$ cat src/rtl/axi4_pkg.sv
// Shared AXI4 types and constants for the SRAM slave blocks.
// Burst encodings, response codes, write-FSM states and the 4KB page size.
package axi4_pkg;

    typedef enum logic [1:0] {
        FIXED = 2'd0,
        INCR  = 2'd1,
        WRAP  = 2'd2
    } burst_e;

    localparam logic [1:0] RESP_OKAY   = 2'b00;
    localparam logic [1:0] RESP_SLVERR = 2'b10;

    typedef enum logic [1:0] {
        IDLE = 2'd0,
        DATA = 2'd1,
        RESP = 2'd2
    } wr_state_e;

    localparam int BOUNDARY_4KB = 4096;

endpackage

$ cat src/rtl/axi4_burst_addr_gen.sv
// Combinational AXI burst address step and byte-lane mask.
// Ports: addr_i/size_i/len_i/burst_i -> next_addr_o, lane_mask_o (lanes of addr_i).
module axi4_burst_addr_gen
    import axi4_pkg::*;
#(
    parameter int ADDRESS_WIDTH = 16,
    parameter int DATA_WIDTH    = 32
) (
    input  logic [ADDRESS_WIDTH-1:0]  addr_i,
    input  logic [2:0]                size_i,
    input  logic [7:0]                len_i,
    input  logic [1:0]                burst_i,
    output logic [ADDRESS_WIDTH-1:0]  next_addr_o,
    output logic [DATA_WIDTH/8-1:0]   lane_mask_o
);

    localparam int NB = DATA_WIDTH / 8;
    localparam logic [ADDRESS_WIDTH-1:0] ONE = ADDRESS_WIDTH'(1);

    logic [ADDRESS_WIDTH-1:0] step;
    logic [ADDRESS_WIDTH-1:0] aligned;
    logic [ADDRESS_WIDTH-1:0] wrap_len;
    logic [ADDRESS_WIDTH-1:0] lower;
    logic [ADDRESS_WIDTH-1:0] incr;
    int                       lo;
    int                       hi;

    always_comb begin
        step     = ONE << size_i;
        aligned  = addr_i & ~(step - ONE);
        wrap_len = (ADDRESS_WIDTH'(len_i) + ONE) << size_i;
        lower    = addr_i & ~(wrap_len - ONE);
        incr     = addr_i + step;

        next_addr_o = addr_i;
        case (burst_i)
            INCR:    next_addr_o = aligned + step;
            WRAP:    next_addr_o = (incr == lower + wrap_len) ? lower : incr;
            default: next_addr_o = addr_i;
        endcase

        // Active lanes run from the byte offset of the address up to the
        // end of the size-aligned container holding it.
        lo = int'(addr_i) & (NB - 1);
        hi = (int'(aligned) & (NB - 1)) + (1 << size_i);
        lane_mask_o = '0;
        for (int i = 0; i < NB; i++) begin
            lane_mask_o[i] = (i >= lo) && (i < hi);
        end
    end

endmodule

$ cat src/rtl/axi4_sram_wr_slave.sv
// AXI4 write slave: accepts one AW burst, writes each W beat to a single-port
// SRAM, returns B. Ports: AXI AW/W/B channels, mem_* SRAM write port,
// four_4Kb_voilation pulse for INCR bursts crossing a 4KB page.
module axi4_sram_wr_slave
    import axi4_pkg::*;
#(
    parameter int ADDRESS_WIDTH = 16,
    parameter int DATA_WIDTH    = 32,
    parameter int ID_WIDTH      = 12
) (
    input  logic                      clk,
    input  logic                      rst,
    input  logic [ID_WIDTH-1:0]       awid,
    input  logic [ADDRESS_WIDTH-1:0]  awaddr,
    input  logic [7:0]                awlen,
    input  logic [2:0]                awsize,
    input  logic [1:0]                awburst,
    input  logic                      awlock,
    input  logic [2:0]                awprot,
    input  logic                      awvalid,
    output logic                      awready,
    input  logic [DATA_WIDTH-1:0]     wdata,
    input  logic [DATA_WIDTH/8-1:0]   wstrb,
    input  logic                      wlast,
    input  logic                      wvalid,
    output logic                      wready,
    output logic [ID_WIDTH-1:0]       bid,
    output logic [1:0]                bresp,
    output logic                      bvalid,
    input  logic                      bready,
    output logic                      mem_we,
    output logic [ADDRESS_WIDTH-$clog2(DATA_WIDTH/8)-1:0] mem_addr,
    output logic [DATA_WIDTH-1:0]     mem_wdata,
    output logic [DATA_WIDTH/8-1:0]   mem_wstrb,
    output logic                      four_4Kb_voilation
);

    localparam int NB  = DATA_WIDTH / 8;
    localparam int OFF = $clog2(NB);
    localparam int MW  = ADDRESS_WIDTH - OFF;
    localparam logic [2:0] MAX_SIZE = 3'(OFF);
    localparam logic [ADDRESS_WIDTH-1:0] ONE = ADDRESS_WIDTH'(1);

    wr_state_e                 state_q;
    logic                      awready_q;
    logic                      wready_q;
    logic                      bvalid_q;
    logic [ID_WIDTH-1:0]       bid_q;
    logic [1:0]                bresp_q;
    logic                      mem_we_q;
    logic [MW-1:0]             mem_addr_q;
    logic [DATA_WIDTH-1:0]     mem_wdata_q;
    logic [NB-1:0]             mem_wstrb_q;
    logic                      four_q;

    logic [ID_WIDTH-1:0]       id_q;
    logic [ADDRESS_WIDTH-1:0]  addr_q;
    logic [7:0]                len_q;
    logic [2:0]                size_q;
    logic [1:0]                burst_q;
    logic [7:0]                cnt_q;
    logic                      err_q;

    logic [ADDRESS_WIDTH-1:0]  addr_d;
    logic [NB-1:0]             lane_mask;
    logic [ADDRESS_WIDTH-1:0]  size_mask;
    logic [23:0]               burst_bytes;
    logic [23:0]               end_off;
    logic                      cross_4kb;
    logic                      bad_size;
    logic                      bad_wrap;
    logic                      aw_err;
    logic                      aw_hs;
    logic                      w_hs;
    logic                      last_by_cnt;
    logic                      w_end;
    logic                      len_mismatch;
    logic                      aw_sideband_unused;

    // Lock and protection are accepted but have no effect on an SRAM.
    assign aw_sideband_unused = ^{awlock, awprot};

    axi4_burst_addr_gen #(
        .ADDRESS_WIDTH (ADDRESS_WIDTH),
        .DATA_WIDTH    (DATA_WIDTH)
    ) u_addr_gen (
        .addr_i      (addr_q),
        .size_i      (size_q),
        .len_i       (len_q),
        .burst_i     (burst_q),
        .next_addr_o (addr_d),
        .lane_mask_o (lane_mask)
    );

    always_comb begin
        // Page check works on the in-page offset, so a burst that ends
        // exactly on byte 0xFFF is still legal.
        burst_bytes = ({16'd0, awlen} + 24'd1) << awsize;
        end_off     = {12'd0, awaddr[11:0]} + burst_bytes - 24'd1;
        cross_4kb   = (awburst == INCR) && (end_off >= 24'(BOUNDARY_4KB));
        bad_size    = awsize > MAX_SIZE;
        size_mask   = (ONE << awsize) - ONE;
        bad_wrap    = (awburst == WRAP) &&
                      (!(awlen inside {8'd1, 8'd3, 8'd7, 8'd15}) ||
                       ((awaddr & size_mask) != '0));
        aw_err      = (awburst == 2'b11) || bad_size || bad_wrap || cross_4kb;

        aw_hs        = awvalid && awready_q;
        w_hs         = wvalid && wready_q;
        last_by_cnt  = cnt_q == len_q;
        // Whichever comes first closes the burst; disagreement is an error.
        w_end        = wlast || last_by_cnt;
        len_mismatch = wlast != last_by_cnt;
    end

    always_ff @(posedge clk or negedge rst) begin
        if (!rst) begin
            state_q     <= IDLE;
            awready_q   <= 1'b0;
            wready_q    <= 1'b0;
            bvalid_q    <= 1'b0;
            bid_q       <= '0;
            bresp_q     <= RESP_OKAY;
            mem_we_q    <= 1'b0;
            mem_addr_q  <= '0;
            mem_wdata_q <= '0;
            mem_wstrb_q <= '0;
            four_q      <= 1'b0;
            id_q        <= '0;
            addr_q      <= '0;
            len_q       <= '0;
            size_q      <= '0;
            burst_q     <= '0;
            cnt_q       <= '0;
            err_q       <= 1'b0;
        end else begin
            mem_we_q <= 1'b0;
            four_q   <= 1'b0;
            unique case (state_q)
                IDLE: begin
                    if (aw_hs) begin
                        id_q      <= awid;
                        addr_q    <= awaddr;
                        len_q     <= awlen;
                        size_q    <= awsize;
                        burst_q   <= awburst;
                        cnt_q     <= '0;
                        err_q     <= aw_err;
                        four_q    <= cross_4kb;
                        awready_q <= 1'b0;
                        wready_q  <= 1'b1;
                        state_q   <= DATA;
                    end else begin
                        awready_q <= 1'b1;
                    end
                end
                DATA: begin
                    if (w_hs) begin
                        mem_we_q    <= !err_q;
                        mem_addr_q  <= addr_q[ADDRESS_WIDTH-1:OFF];
                        mem_wdata_q <= wdata;
                        mem_wstrb_q <= wstrb & lane_mask;
                        if (w_end) begin
                            wready_q <= 1'b0;
                            bvalid_q <= 1'b1;
                            bid_q    <= id_q;
                            bresp_q  <= (err_q || len_mismatch) ?
                                        RESP_SLVERR : RESP_OKAY;
                            state_q  <= RESP;
                        end else begin
                            cnt_q  <= cnt_q + 8'd1;
                            addr_q <= addr_d;
                        end
                    end
                end
                RESP: begin
                    if (bvalid_q && bready) begin
                        bvalid_q <= 1'b0;
                        state_q  <= IDLE;
                    end
                end
                default: state_q <= IDLE;
            endcase
        end
    end

    assign awready            = awready_q;
    assign wready             = wready_q;
    assign bvalid             = bvalid_q;
    assign bid                = bid_q;
    assign bresp              = bresp_q;
    assign mem_we             = mem_we_q;
    assign mem_addr           = mem_addr_q;
    assign mem_wdata          = mem_wdata_q;
    assign mem_wstrb          = mem_wstrb_q;
    assign four_4Kb_voilation = four_q;

endmodule
$ cat config.mk
export PLATFORM = sky130hd
export DESIGN_NAME = axi4_sram_wr_slave
export DESIGN_NICKNAME = d
export VERILOG_FILES = /design/src/rtl/axi4_pkg.sv /design/src/rtl/axi4_burst_addr_gen.sv /design/src/rtl/axi4_sram_wr_slave.sv
export SDC_FILE = /design/constraint.sdc
export NUM_CORES = 1
export LEC_CHECK = 0
export CAP_MARGIN = 0
export CORE_UTILIZATION = 35
export CTS_CLUSTER_DIAMETER = 100
export DETAILED_ROUTE_END_ITERATION = 6
export GPL_TIMING_DRIVEN = 1
export PLACE_DENSITY = 0.68
export SYNTH_ARGS = -nofsm -noshare
export SYNTH_HDL_FRONTEND = slang
export SYNTH_SLANG_ARGS = --single-unit
$ cat constraint.sdc
create_clock -name clk -period 5.6 [get_ports clk]
set_clock_uncertainty 0.2 [all_clocks]
set_input_delay 1.12 -clock clk [delete_from_list [all_inputs] [get_ports clk]]
set_output_delay 1.12 -clock clk [all_outputs]
set_load 0.02 [all_outputs]
==> results_dict.tcl <==
set metrics [dict create \
    status "finished clean" \
    rsz0062_at_grt "true" \
    crit_path_start_kind "flip-flop" \
    nFillCells 2811 \
    vdd_drop_max_v 0.000289 \
    dieWidth_um 174 \
    yosysWarnings 0 \
    cts_buffers 17 \
    num_vias 10600 \
    yosysTopAreaCell "dfrtp_1" \
    r2r-end "addr_q[3]" \
    core-area_um2 29000 \
    dp_slack_ns -0.257 \
    grt_max_degree 67 \
    endpoint_kind "flip-flop" \
    rows 62 \
    vias_per_cell 5.38 \
    max_freq_mhz 180 \
    max_slew_margin 0.155 \
    r2r_slack_ns 0.05 \
    dp.cells 1930 \
    max_cap_violations 0 \
    syn_to_final_growth_pct 34.6 \
    yosysSeqAreaShare 0.289 \
    wl_per_cell_um 17.0 \
    ys_ff_latch 120 \
    cpPeakStageDelay_ns 0.43 \
    setup_viol 0 \
    synth_ff_type "dfrtp_1" \
    fin_crit_sh 0.991 \
    synthTopCellsByCount "nand2_1 (288), dfrtp_1 (120), inv_1 (82), nor2_1 (82), a21oi_1 (58)" \
    rr_startpoint "len_q[0]" \
    grt_pass1_vias 10100 \
    crit_arrival_ns 5.60 \
    min_period_ns 5.55 \
    antenna_left 0 \
    drive_above_1_share 0.181 \
    rr_worst_depth 26 \
    die-area_um2 30400 \
    diodes 0 \
    worst_pin_slew_ns 1.26 \
    dp_hpwl_um 25500 \
    grt_antenna_before_repair 0 \
    crit_type "flip-flop to flip-flop" \
    worstPathMaxFanout 8 \
    p_leak_nw 6.45 \
    grt_overflow 0 \
    syn_nets 1484 \
    hold_depth 2 \
    routed_wl_um 33500 \
    tns_ns 0 \
    syn_area_um2 10400 \
    synth_edf_count 0 \
    powerDensity_nw_per_um2 670 \
    critPathTopFamily "simple AND/OR/NAND/NOR gates" \
    synth_most_common_cell "nand2_1" \
    grt_pass1_wl_um 52900 \
    pin_count 156 \
    hp-class "flip-flop to flip-flop" \
    utilization 0.483 \
    cts.sink_count 120 \
    hp-start "id_q[6]" \
    port_buffers 150 \
    start_util 0.359 \
    grt.total_usage 0.217 \
    fin_ws_ns 0.0509 \
    final_nets 1719 \
    slew_viol_final 0 \
    cts_root_buf "clkbuf_16" \
    drt-pass1-iter-count 6 \
    synth.avg_cell_area_um2 7.77 \
    synth_top_area_share 0.289 \
    syn-instance-count 1340 \
    cp_slowest_cell "dfrtp_1" \
    synth_cell_types 90 \
    clkTransAtPathRegs_ns 0.06 \
    synth.area.top_cells "dfrtp_1 (29%), nand2_1 (10%), ha_1 (6.6%)" \
    final_hold_viol_count 0 \
    async_flop_share 1.00 \
    insertion_delay_ns 0.43 \
    placed_area_um2 13100 \
    drt-initial-drc-count 864 \
    critPathBufInv 3 \
    cts_hold_buf 0 \
    htreeDepth 4 \
    stdcell_count 1972 \
    tritoncts "done" \
    die_h_um 174 \
    drc 0 \
    hold_path_end "id_q[6]" \
    design_area_um2 14000 \
    required_ns 5.65 \
    clk_path_buf_depth 2 \
    place_congestion 0.956 \
]
-- timing repair --
action	4_1_cts	5_1_grt
resized for setup	6	42
pin swaps	2	9
setup endpoints to repair	16	18
buffers inserted	2	8
-- power by group --
part	internal (mW)	leakage (nW)	switching, mW
Combinational	3.05	4.66	3.53
Sequential	1.24	1.50	0.422
Clock	0.674	0.295	0.477
Total	4.96	6.45	4.42
-- final cells by class --
| class | instances | area (um2) | area share |
|---|---|---|---|
| Clock buffer | 17 | 425 | 0.0304 |
| Timing Repair Buffer | 304 | 2670 | 0.191 |
| Inverter | 83 | 312 | 0.0222 |
| Multi-Input combinational cell | 1049 | 6940 | 0.495 |
| Tap cell | 384 | 480 | 0.0343 |
| Clock inverter | 15 | 183 | 0.0130 |
| Sequential cell | 120 | 3000 | 0.214 |
-- cell families after synthesis --
family	synth area share
other	0.000360
XOR/XNOR	0.0675
adder cells (fa/ha/maj)	0.0700
multiplexers	0.0492
flip-flops	0.289
AND/OR/NAND/NOR	0.253
AO/OA/AOI/OAI	0.200
buffers and inverters	0.0711
-- flip-flops by register name, summed over array words and instances (netlist names) --
signal              flops
addr_q                 16
len_q                   8
cnt_q                   8
err_q                   1
mem_wstrb               4
id_q                   12
size_q                  3
mem_wdata              32
burst_q                 2
mem_addr               14
bresp                   1
four_4Kb_voilation      1
state_q                 2
awready                 1
wready                  1
bid                    12
mem_we                  1
bvalid                  1
-- layout by cell type, fill, tap and decap left out, types with 15 or more instances in the layout --
| master | count |
|---|---|
| dfrtp_1 | 120 |
| inv_1 | 80 |
| a21o_1 | 24 |
| and2_1 | 15 |
| and3_1 | 18 |
| buf_4 | 153 |
| clkdlybuf4s50_1 | 149 |
| xor2_1 | 36 |
| xnor2_1 | 39 |
| nor2_1 | 81 |
| clkbuf_16 | 17 |
| o21ai_0 | 48 |
| nand3_1 | 41 |
| a21oi_1 | 56 |
| nor2b_1 | 15 |
| ha_1 | 51 |
| mux2_2 | 19 |
| nand2_1 | 286 |
| a211oi_1 | 16 |
| nor3_1 | 27 |
-- worst max-delay path by stage --
stage / startpoint / endpoint / slack [ns] / cells past startpoint
5_1_grt: len_q[0] / addr_q[3] / -0.25 / 28
2_1_floorplan: len_q[1] / addr_q[7] / 0.05 / 24
3_3_place_gp: awlen[1] / err_q / -0.18 / 22
4_1_cts: len_q[0] / addr_q[6] / -0.001 / 26
3_5_place_dp: awlen[1] / err_q / -0.26 / 22
6_report: len_q[0] / addr_q[3] / 0.05 / 26
-- routing by layer --
metal,global-route usage,vias up,part of all wire
met2,0.379,296,0.49
met5,0,-,0
met3,0.0295,59,0.053
met1,0.277,5110,0.43
li1,-,5146,-
met4,0.0629,0,0.022
-- worst min-delay path: cells and delay by family, from the launching register on --
kind,cells,cell delay [ns]
simple gates,2,0.10
flops,1,0.33
-- through the flow --
step / power [mW] / hold slack [ns]
after global routing: 10.0 / 0.296
final: 9.39 / 0.268
after detailed placement: 7.87 / 0.257
after floorplan: 5.59 / 0.216
after global placement: 7.74 / 0.252
after CTS: 9.10 / 0.272
Note: power is estimated with default switching activity, not from simulation.
